$ cat config.mk
export PLATFORM = sky130hd
export DESIGN_NAME = hop_word_seq_flat
export DESIGN_NICKNAME = d
export VERILOG_FILES = /design/src/rtl/hop_word_seq_if.sv /design/src/rtl/hop_word_seq.sv /design/src/flat_wrapper.sv
export SDC_FILE = /design/constraint.sdc
export NUM_CORES = 1
export LEC_CHECK = 0
export BUFFER_PORTS_ARGS = -buffer_cell sky130_fd_sc_hd__buf_4
export CAP_MARGIN = 20
export CORE_MARGIN = 8
export CORE_UTILIZATION = 30
export DETAILED_ROUTE_END_ITERATION = 10
export PLACE_DENSITY_LB_ADDON = 0.1
export SLEW_MARGIN = 25
export SYNTH_ARGS = -nofsm -noshare
export SYNTH_HDL_FRONTEND = slang
export SYNTH_SLANG_ARGS = --single-unit
export TNS_END_PERCENT = 50
$ cat constraint.sdc
create_clock -name clk_6M -period 5.8 [get_ports clk_6M]
set_input_delay 1.16 -clock clk_6M [delete_from_list [all_inputs] [get_ports clk_6M]]
set_output_delay 1.16 -clock clk_6M [all_outputs]
set_load 0.01 [all_outputs]
$ cat src/rtl/hop_word_seq_if.sv
// Bundle of request, piconet-clock inputs and hop-word results for hop_word_seq.
// master drives requests and samples results; slave is the hop-word sequencer.
interface hop_word_seq_if #(
  parameter int CLKW = 28
);
  logic            start_p;
  logic            flush_p;
  logic [CLKW-1:0] clk_in;
  logic [6:0]      afh_n;
  logic            afh_mode;
  logic            conns;
  logic            busy;
  logic            valid_p;
  logic [6:0]      F;
  logic [6:0]      Fprime;
  logic [4:0]      X;
  logic            Y1;
  logic [5:0]      Y2;
  logic            n_err;

  modport master (
    output start_p, flush_p, clk_in, afh_n, afh_mode, conns,
    input  busy, valid_p, F, Fprime, X, Y1, Y2, n_err
  );

  modport slave (
    input  start_p, flush_p, clk_in, afh_n, afh_mode, conns,
    output busy, valid_p, F, Fprime, X, Y1, Y2, n_err
  );
endinterface

$ cat src/rtl/hop_word_seq.sv
// Hop-word sequencer: computes 16*CLK[CLKW-1:7] mod NUM_CH and mod afh_n by restoring division.
// Define HOPWD_PARALLEL_DIV_EN to run both divisions concurrently; default shares one divider.
module hop_word_seq #(
  parameter int NUM_CH = 79,
  parameter int CLKW   = 28
) (
  input  logic          clk_6M,
  input  logic          rstz,
  hop_word_seq_if.slave hw
);
  localparam int DW = CLKW - 3;
  localparam int CW = $clog2(DW);
  localparam logic [CW-1:0] LAST_BIT = CW'(DW - 1);
  localparam logic [6:0]    NCH      = 7'(NUM_CH);

  localparam logic [1:0] IDLE   = 2'd0;
  localparam logic [1:0] DIV_F  = 2'd1;
  localparam logic [1:0] DIV_FP = 2'd2;
  localparam logic [1:0] DONE   = 2'd3;

  logic [1:0]      state;
  logic [CW-1:0]   bit_cnt;
  logic [CLKW-1:0] clk_l;
  logic [6:0]      n_l;
  logic            mode_l;
  logic            conns_l;
  logic [DW-1:0]   dvd;
  logic [6:0]      rem_a;
  logic [6:0]      rem_b;
  logic [6:0]      step_a;
  logic [6:0]      step_b;
  logic            n_bad;
  logic [6:0]      mod_fp;

  logic            busy_r;
  logic            valid_r;
  logic [6:0]      f_r;
  logic [6:0]      fp_r;
  logic [4:0]      x_r;
  logic            y1_r;
  logic [5:0]      y2_r;
  logic            nerr_r;

  // One restoring-division step; the partial remainder stays below m, so 8 bits suffice.
  function automatic logic [6:0] div_step(input logic [6:0] r, input logic b, input logic [6:0] m);
    logic [7:0] t;
    t = {r, b};
    if (t >= {1'b0, m}) t = t - {1'b0, m};
    return t[6:0];
  endfunction

  function automatic logic [DW-1:0] make_dvd(input logic [CLKW-1:0] c);
    return {c[CLKW-1:7], 4'b0};
  endfunction

  // An invalid N divides by 1 so the remainder path stays at 0 for the full DW cycles.
  assign n_bad  = (n_l == 7'd0) || (n_l > NCH);
  assign mod_fp = n_bad ? 7'd1 : n_l;

`ifdef HOPWD_PARALLEL_DIV_EN
  assign step_a = div_step(rem_a, dvd[DW-1], NCH);
  assign step_b = div_step(rem_b, dvd[DW-1], mod_fp);
`else
  logic in_fp;
  assign in_fp  = (state == DIV_FP);
  assign step_a = div_step(in_fp ? rem_b : rem_a, dvd[DW-1], in_fp ? mod_fp : NCH);
  assign step_b = step_a;
`endif

  // CLK[0] never contributes to the hop word.
  logic unused_clk0;
  assign unused_clk0 = clk_l[0];

  always_ff @(posedge clk_6M or negedge rstz) begin
    if (!rstz) begin
      state   <= IDLE;
      bit_cnt <= '0;
      clk_l   <= '0;
      n_l     <= '0;
      mode_l  <= 1'b0;
      conns_l <= 1'b0;
      dvd     <= '0;
      rem_a   <= '0;
      rem_b   <= '0;
      busy_r  <= 1'b0;
      valid_r <= 1'b0;
      f_r     <= '0;
      fp_r    <= '0;
      x_r     <= '0;
      y1_r    <= 1'b0;
      y2_r    <= '0;
      nerr_r  <= 1'b0;
    end else begin
      valid_r <= 1'b0;
      if (hw.flush_p) begin
        state   <= IDLE;
        busy_r  <= 1'b0;
        bit_cnt <= '0;
      end else begin
        case (state)
          IDLE: begin
            if (hw.start_p) begin
              clk_l   <= hw.clk_in;
              n_l     <= hw.afh_n;
              mode_l  <= hw.afh_mode;
              conns_l <= hw.conns;
              dvd     <= make_dvd(hw.clk_in);
              rem_a   <= '0;
              rem_b   <= '0;
              bit_cnt <= '0;
              busy_r  <= 1'b1;
              state   <= DIV_F;
            end
          end
          DIV_F: begin
            dvd     <= dvd << 1;
            rem_a   <= step_a;
`ifdef HOPWD_PARALLEL_DIV_EN
            rem_b   <= step_b;
`endif
            bit_cnt <= bit_cnt + 1'b1;
            if (bit_cnt == LAST_BIT) begin
              bit_cnt <= '0;
`ifdef HOPWD_PARALLEL_DIV_EN
              state   <= DONE;
`else
              dvd     <= make_dvd(clk_l);
              state   <= DIV_FP;
`endif
            end
          end
          DIV_FP: begin
            dvd     <= dvd << 1;
            rem_b   <= step_b;
            bit_cnt <= bit_cnt + 1'b1;
            if (bit_cnt == LAST_BIT) begin
              bit_cnt <= '0;
              state   <= DONE;
            end
          end
          default: begin
            f_r     <= conns_l ? rem_a : 7'd0;
            fp_r    <= (conns_l && !n_bad) ? rem_b : 7'd0;
            x_r     <= clk_l[6:2];
            y1_r    <= clk_l[1] & ~mode_l;
            y2_r    <= {clk_l[1] & ~mode_l, 5'b0};
            nerr_r  <= n_bad;
            valid_r <= 1'b1;
            busy_r  <= 1'b0;
            state   <= IDLE;
          end
        endcase
      end
    end
  end

  assign hw.busy    = busy_r;
  assign hw.valid_p = valid_r;
  assign hw.F       = f_r;
  assign hw.Fprime  = fp_r;
  assign hw.X       = x_r;
  assign hw.Y1      = y1_r;
  assign hw.Y2      = y2_r;
  assign hw.n_err   = nerr_r;
endmodule

$ cat src/flat_wrapper.sv
// flat-port wrapper written by rule: the top's interface ports become plain ports
module hop_word_seq_flat 
#(
  parameter int NUM_CH = 79,
  parameter int CLKW   = 28
)
  (clk_6M, rstz, hw_start_p, hw_flush_p, hw_clk_in, hw_afh_n, hw_afh_mode, hw_conns, hw_busy, hw_valid_p, hw_F, hw_Fprime, hw_X, hw_Y1, hw_Y2, hw_n_err);
  hop_word_seq_if #(.CLKW(CLKW)) hw_i ();
  input  logic clk_6M;
  input  logic rstz;
  input wire logic [$bits(hw_i.start_p)-1:0] hw_start_p;
  input wire logic [$bits(hw_i.flush_p)-1:0] hw_flush_p;
  input wire logic [$bits(hw_i.clk_in)-1:0] hw_clk_in;
  input wire logic [$bits(hw_i.afh_n)-1:0] hw_afh_n;
  input wire logic [$bits(hw_i.afh_mode)-1:0] hw_afh_mode;
  input wire logic [$bits(hw_i.conns)-1:0] hw_conns;
  output wire logic [$bits(hw_i.busy)-1:0] hw_busy;
  output wire logic [$bits(hw_i.valid_p)-1:0] hw_valid_p;
  output wire logic [$bits(hw_i.F)-1:0] hw_F;
  output wire logic [$bits(hw_i.Fprime)-1:0] hw_Fprime;
  output wire logic [$bits(hw_i.X)-1:0] hw_X;
  output wire logic [$bits(hw_i.Y1)-1:0] hw_Y1;
  output wire logic [$bits(hw_i.Y2)-1:0] hw_Y2;
  output wire logic [$bits(hw_i.n_err)-1:0] hw_n_err;
  assign hw_i.start_p = hw_start_p;
  assign hw_i.flush_p = hw_flush_p;
  assign hw_i.clk_in = hw_clk_in;
  assign hw_i.afh_n = hw_afh_n;
  assign hw_i.afh_mode = hw_afh_mode;
  assign hw_i.conns = hw_conns;
  assign hw_busy = hw_i.busy;
  assign hw_valid_p = hw_i.valid_p;
  assign hw_F = hw_i.F;
  assign hw_Fprime = hw_i.Fprime;
  assign hw_X = hw_i.X;
  assign hw_Y1 = hw_i.Y1;
  assign hw_Y2 = hw_i.Y2;
  assign hw_n_err = hw_i.n_err;
  hop_word_seq #(.NUM_CH(NUM_CH), .CLKW(CLKW)) u_core (.clk_6M(clk_6M), .rstz(rstz), .hw(hw_i));
endmodule
==> impl_metrics.ini <==
[run_status]
status = finished clean

[min_path]
hp-class = flip-flop to flip-flop
hp-start = u_core.clk_l[5]$_DFFE_PN0P_
hold_depth = 2

[global_route]
antenna_found_initial = 0
grt_max_degree = 60
grt_use_total_pct = 11.99
grt_pass1_wl_um = 21130
overflow = 0
grt_pass1_vias = 4077

[power]
p_leak_uw = 0.002767
p_per_area_mw_per_mm2 = 451.7
peakVddDrop_uv = 188.7
power_uw = 2761

[drt]
wire_per_inst_um = 16.41
wl_met1_um = 5864
drtIter0Drc = 181
drt-total-wl_um = 12510
dr.max_layer_used = met4
drtAntennaViolNets = 0
wl_met3_um = 588
viasPerCell = 5.017
drc_errors = 0
wl_met2_um = 5909
drtPass1Iterations = 4
via_count = 3823

[clock_tree]
numCtsBuffers = 9
cts-root-buf = clkbuf_16
hold_buffers = 0
cts_setup_buffers = 0
clk_latency_ns = 0.34
cts_resized = 0
cts_tree = yes
max-clock-path-buffers = 2
htree_num_levels = 3
cts_sinks = 101
path_clk_slew_ns = 0.07

[synthesis]
synth_area_leaders = dfrtp_1, mux2_2, nand2_1
synth_top_area_share_pct = 48.71
synth_xor_area_share_pct = 0.5064
syn_avg_cell_area_um2 = 10.70
async_flop_share_pct = 100.0
ys_seq_elements = 101
netlist_area_mm2 = 0.005189
synth.area.mux_share_pct = 9.863
synthCells = 485
yosys.area_share.simple_pct = 13.48
yosysTopAreaCell = dfrtp_1
synth_top_family_by_area = compound AO/OA/AOI/OAI gates
ys_seq_area_share_pct = 48.71
synth_compound_area_share_pct = 18.66
yosys.cell_types.count = 55
yosys_warnings = 0
synth_edf_count = 0
synth_ff_type = dfrtp_1
synth_adder_area_share_pct = 3.521

[layout]
instances_no_fill = 762
regArea_mm2 = 0.002527
multi_input_area_mm2 = 0.002412
num-fill-cells = 1780
syn_to_final_growth_pct = 17.80
antennaDiodeCount = 0
num-nets-final = 587
postLayoutCoreUtil_pct = 35.71
drive_above_1_share_pct = 27.56

[timing]
fin_setup_tns_ns = 0
hold_viol_final = 0
maxSlewHeadroom_pct = 33.81
slew_violations = 0
rsz0062_at_grt = false
worst_pin_slew_ns = 0.9917
final.setup_skew_ns = 0.005679
period_share_pct = 58.37
setup_viol = 0
finalCriticalPeriod_ns = 3.385
clock.fmax_ghz = 0.2954

[placed_design]
dp.cells = 746
io_buffers = 63
routabilityCongestion = 0.7566
hpwl_um = 8746

[floorplanning]
core-area_mm2 = 0.01712
rows = 48
die_h_um = 147.5
io_pins = 70
die_area_mm2 = 0.02176
die_x_um = 147.5
initial_core_util_pct = 30.31

[worst_setup_path]
critPathCaptureType = flip-flop
critical_path.startpoint = u_core.state[0]$_DFFE_PN0P_
crit_arrival_ns = 3.63
cp-start-kind = flip-flop
crit_fanout = 21
setup.worst_path.class = flip-flop to flip-flop
reg2reg_depth = 9
regToRegStartpoint = u_core.state[0]$_DFFE_PN0P_
required_ns = 6.04

[flow_run]
max_cap_violations = 0
-- report_power, final --
part | total [µW] | switching (µW) | internal (µW)
Combinational | 967 | 542 | 425
Clock | 665 | 263 | 402
Sequential | 1130 | 170 | 959
-- flip-flops by register name (all words and copies together) (netlist names), 5 cells and up --
| register | flops |
|---|---|
| u_core.bit_cnt | 5 |
| u_core.clk_l | 27 |
| u_core.dvd | 21 |
| u_core.hw.F | 7 |
| u_core.hw.Fprime | 7 |
| u_core.hw.X | 5 |
| u_core.n_l | 7 |
| u_core.rem_a | 7 |
| u_core.rem_b | 7 |
-- cells by family after synthesis --
family          after synthesis
fa+ha+maj                    14
compound gates              124
mux                          46
other cells                   1
xor+xnor                      3
buf+inv                      51
simple gates                145
flops                       101
-- layout make-up --
| cell class | instances | share of cell area, % |
|---|---|---|
| flip-flops and latches | 101 | 41.35 |
| multi-input cells | 337 | 39.47 |
| repair buffers | 67 | 8.229 |
| well taps | 225 | 4.606 |
| clock buffers | 13 | 4.258 |
| clock inverters | 3 | 1.105 |
| inverters | 16 | 0.9826 |
-- critical path: stages (launching register included) --
cell and delay, ns:
dfrtp_1 0.43, inv_1 0.10, ha_1 0.71, mux2i_1 0.31, fa_1 0.50, nand2b_2 0.22, a21oi_4 0.22, o211a_1 0.39
o22ai_1 0.19, o221ai_1 0.22
-- metal layers --
layer / vias up / track usage, %
li1: 1858 / -
met1: 1886 / 15.08
met2: 68 / 19.40
met3: 11 / 3.638
met4: 0 / 3.621
met5: - / 0
-- worst paths after layout --
path / endpoint / slack [ns]
min: u_core.hw.X[3]$_DFFE_PN0P_ / 0.46
max reg2reg: u_core.rem_b[5]$_DFFE_PN0P_ / 2.41
min in group asynchronous: u_core.hw.X[2]$_DFFE_PN0P_ / 0.78
max in group asynchronous: u_core.dvd[15]$_DFFE_PN0P_ / 3.81
max: u_core.rem_b[5]$_DFFE_PN0P_ / 2.41
min reg2reg: u_core.hw.X[3]$_DFFE_PN0P_ / 0.46
-- layout by cell type (no fill, tap or decap), types with 2 or more instances in the layout --
| cell type | n |
|---|---|
| a21boi_0 | 3 |
| a21oi_1 | 8 |
| a221oi_1 | 10 |
| a221oi_2 | 10 |
| a22o_1 | 7 |
| and3_1 | 3 |
| buf_4 | 67 |
| bufinv_16 | 2 |
| clkbuf_1 | 2 |
| clkbuf_16 | 9 |
| clkbuf_8 | 2 |
| conb_1 | 5 |
| dfrtp_1 | 101 |
| ha_1 | 13 |
| inv_1 | 16 |
| mux2_2 | 41 |
| mux2i_1 | 5 |
| nand2_1 | 65 |
| nand2b_1 | 3 |
| nand3_1 | 30 |
| nand4_1 | 6 |
| nor2_1 | 13 |
| nor2b_1 | 7 |
| nor3_1 | 4 |
| nor3b_1 | 3 |
| o211ai_1 | 4 |
| o21ai_0 | 44 |
| o21ai_1 | 10 |
| o221ai_1 | 2 |
| o221ai_2 | 2 |
| o22ai_1 | 2 |
| o311ai_1 | 6 |
| o311ai_2 | 4 |
| o31ai_1 | 2 |
| or3_1 | 2 |
| xor2_1 | 3 |
-- cells in the mapped netlist (all sizes together), types with 10 or more instances --
cell type  instances
o21ai             54
ha                13
nand2             66
mux2              41
dfrtp            101
a21oi             10
o311ai            10
nand3             31
inv               16
nor2              14
a221oi            20
buf               26
-- stage by stage --
stage	setup slack (ns)	area [µm²]	hold WS [ns]
after floorplan	2.963	5204	0.4331
after global placement	2.407	5784	0.4428
after detailed placement	2.396	5784	0.4495
after CTS	2.367	6112	0.4654
after global routing	2.137	6112	0.4909
final	2.415	6112	0.4616
Power figures use the tool's default switching activity.
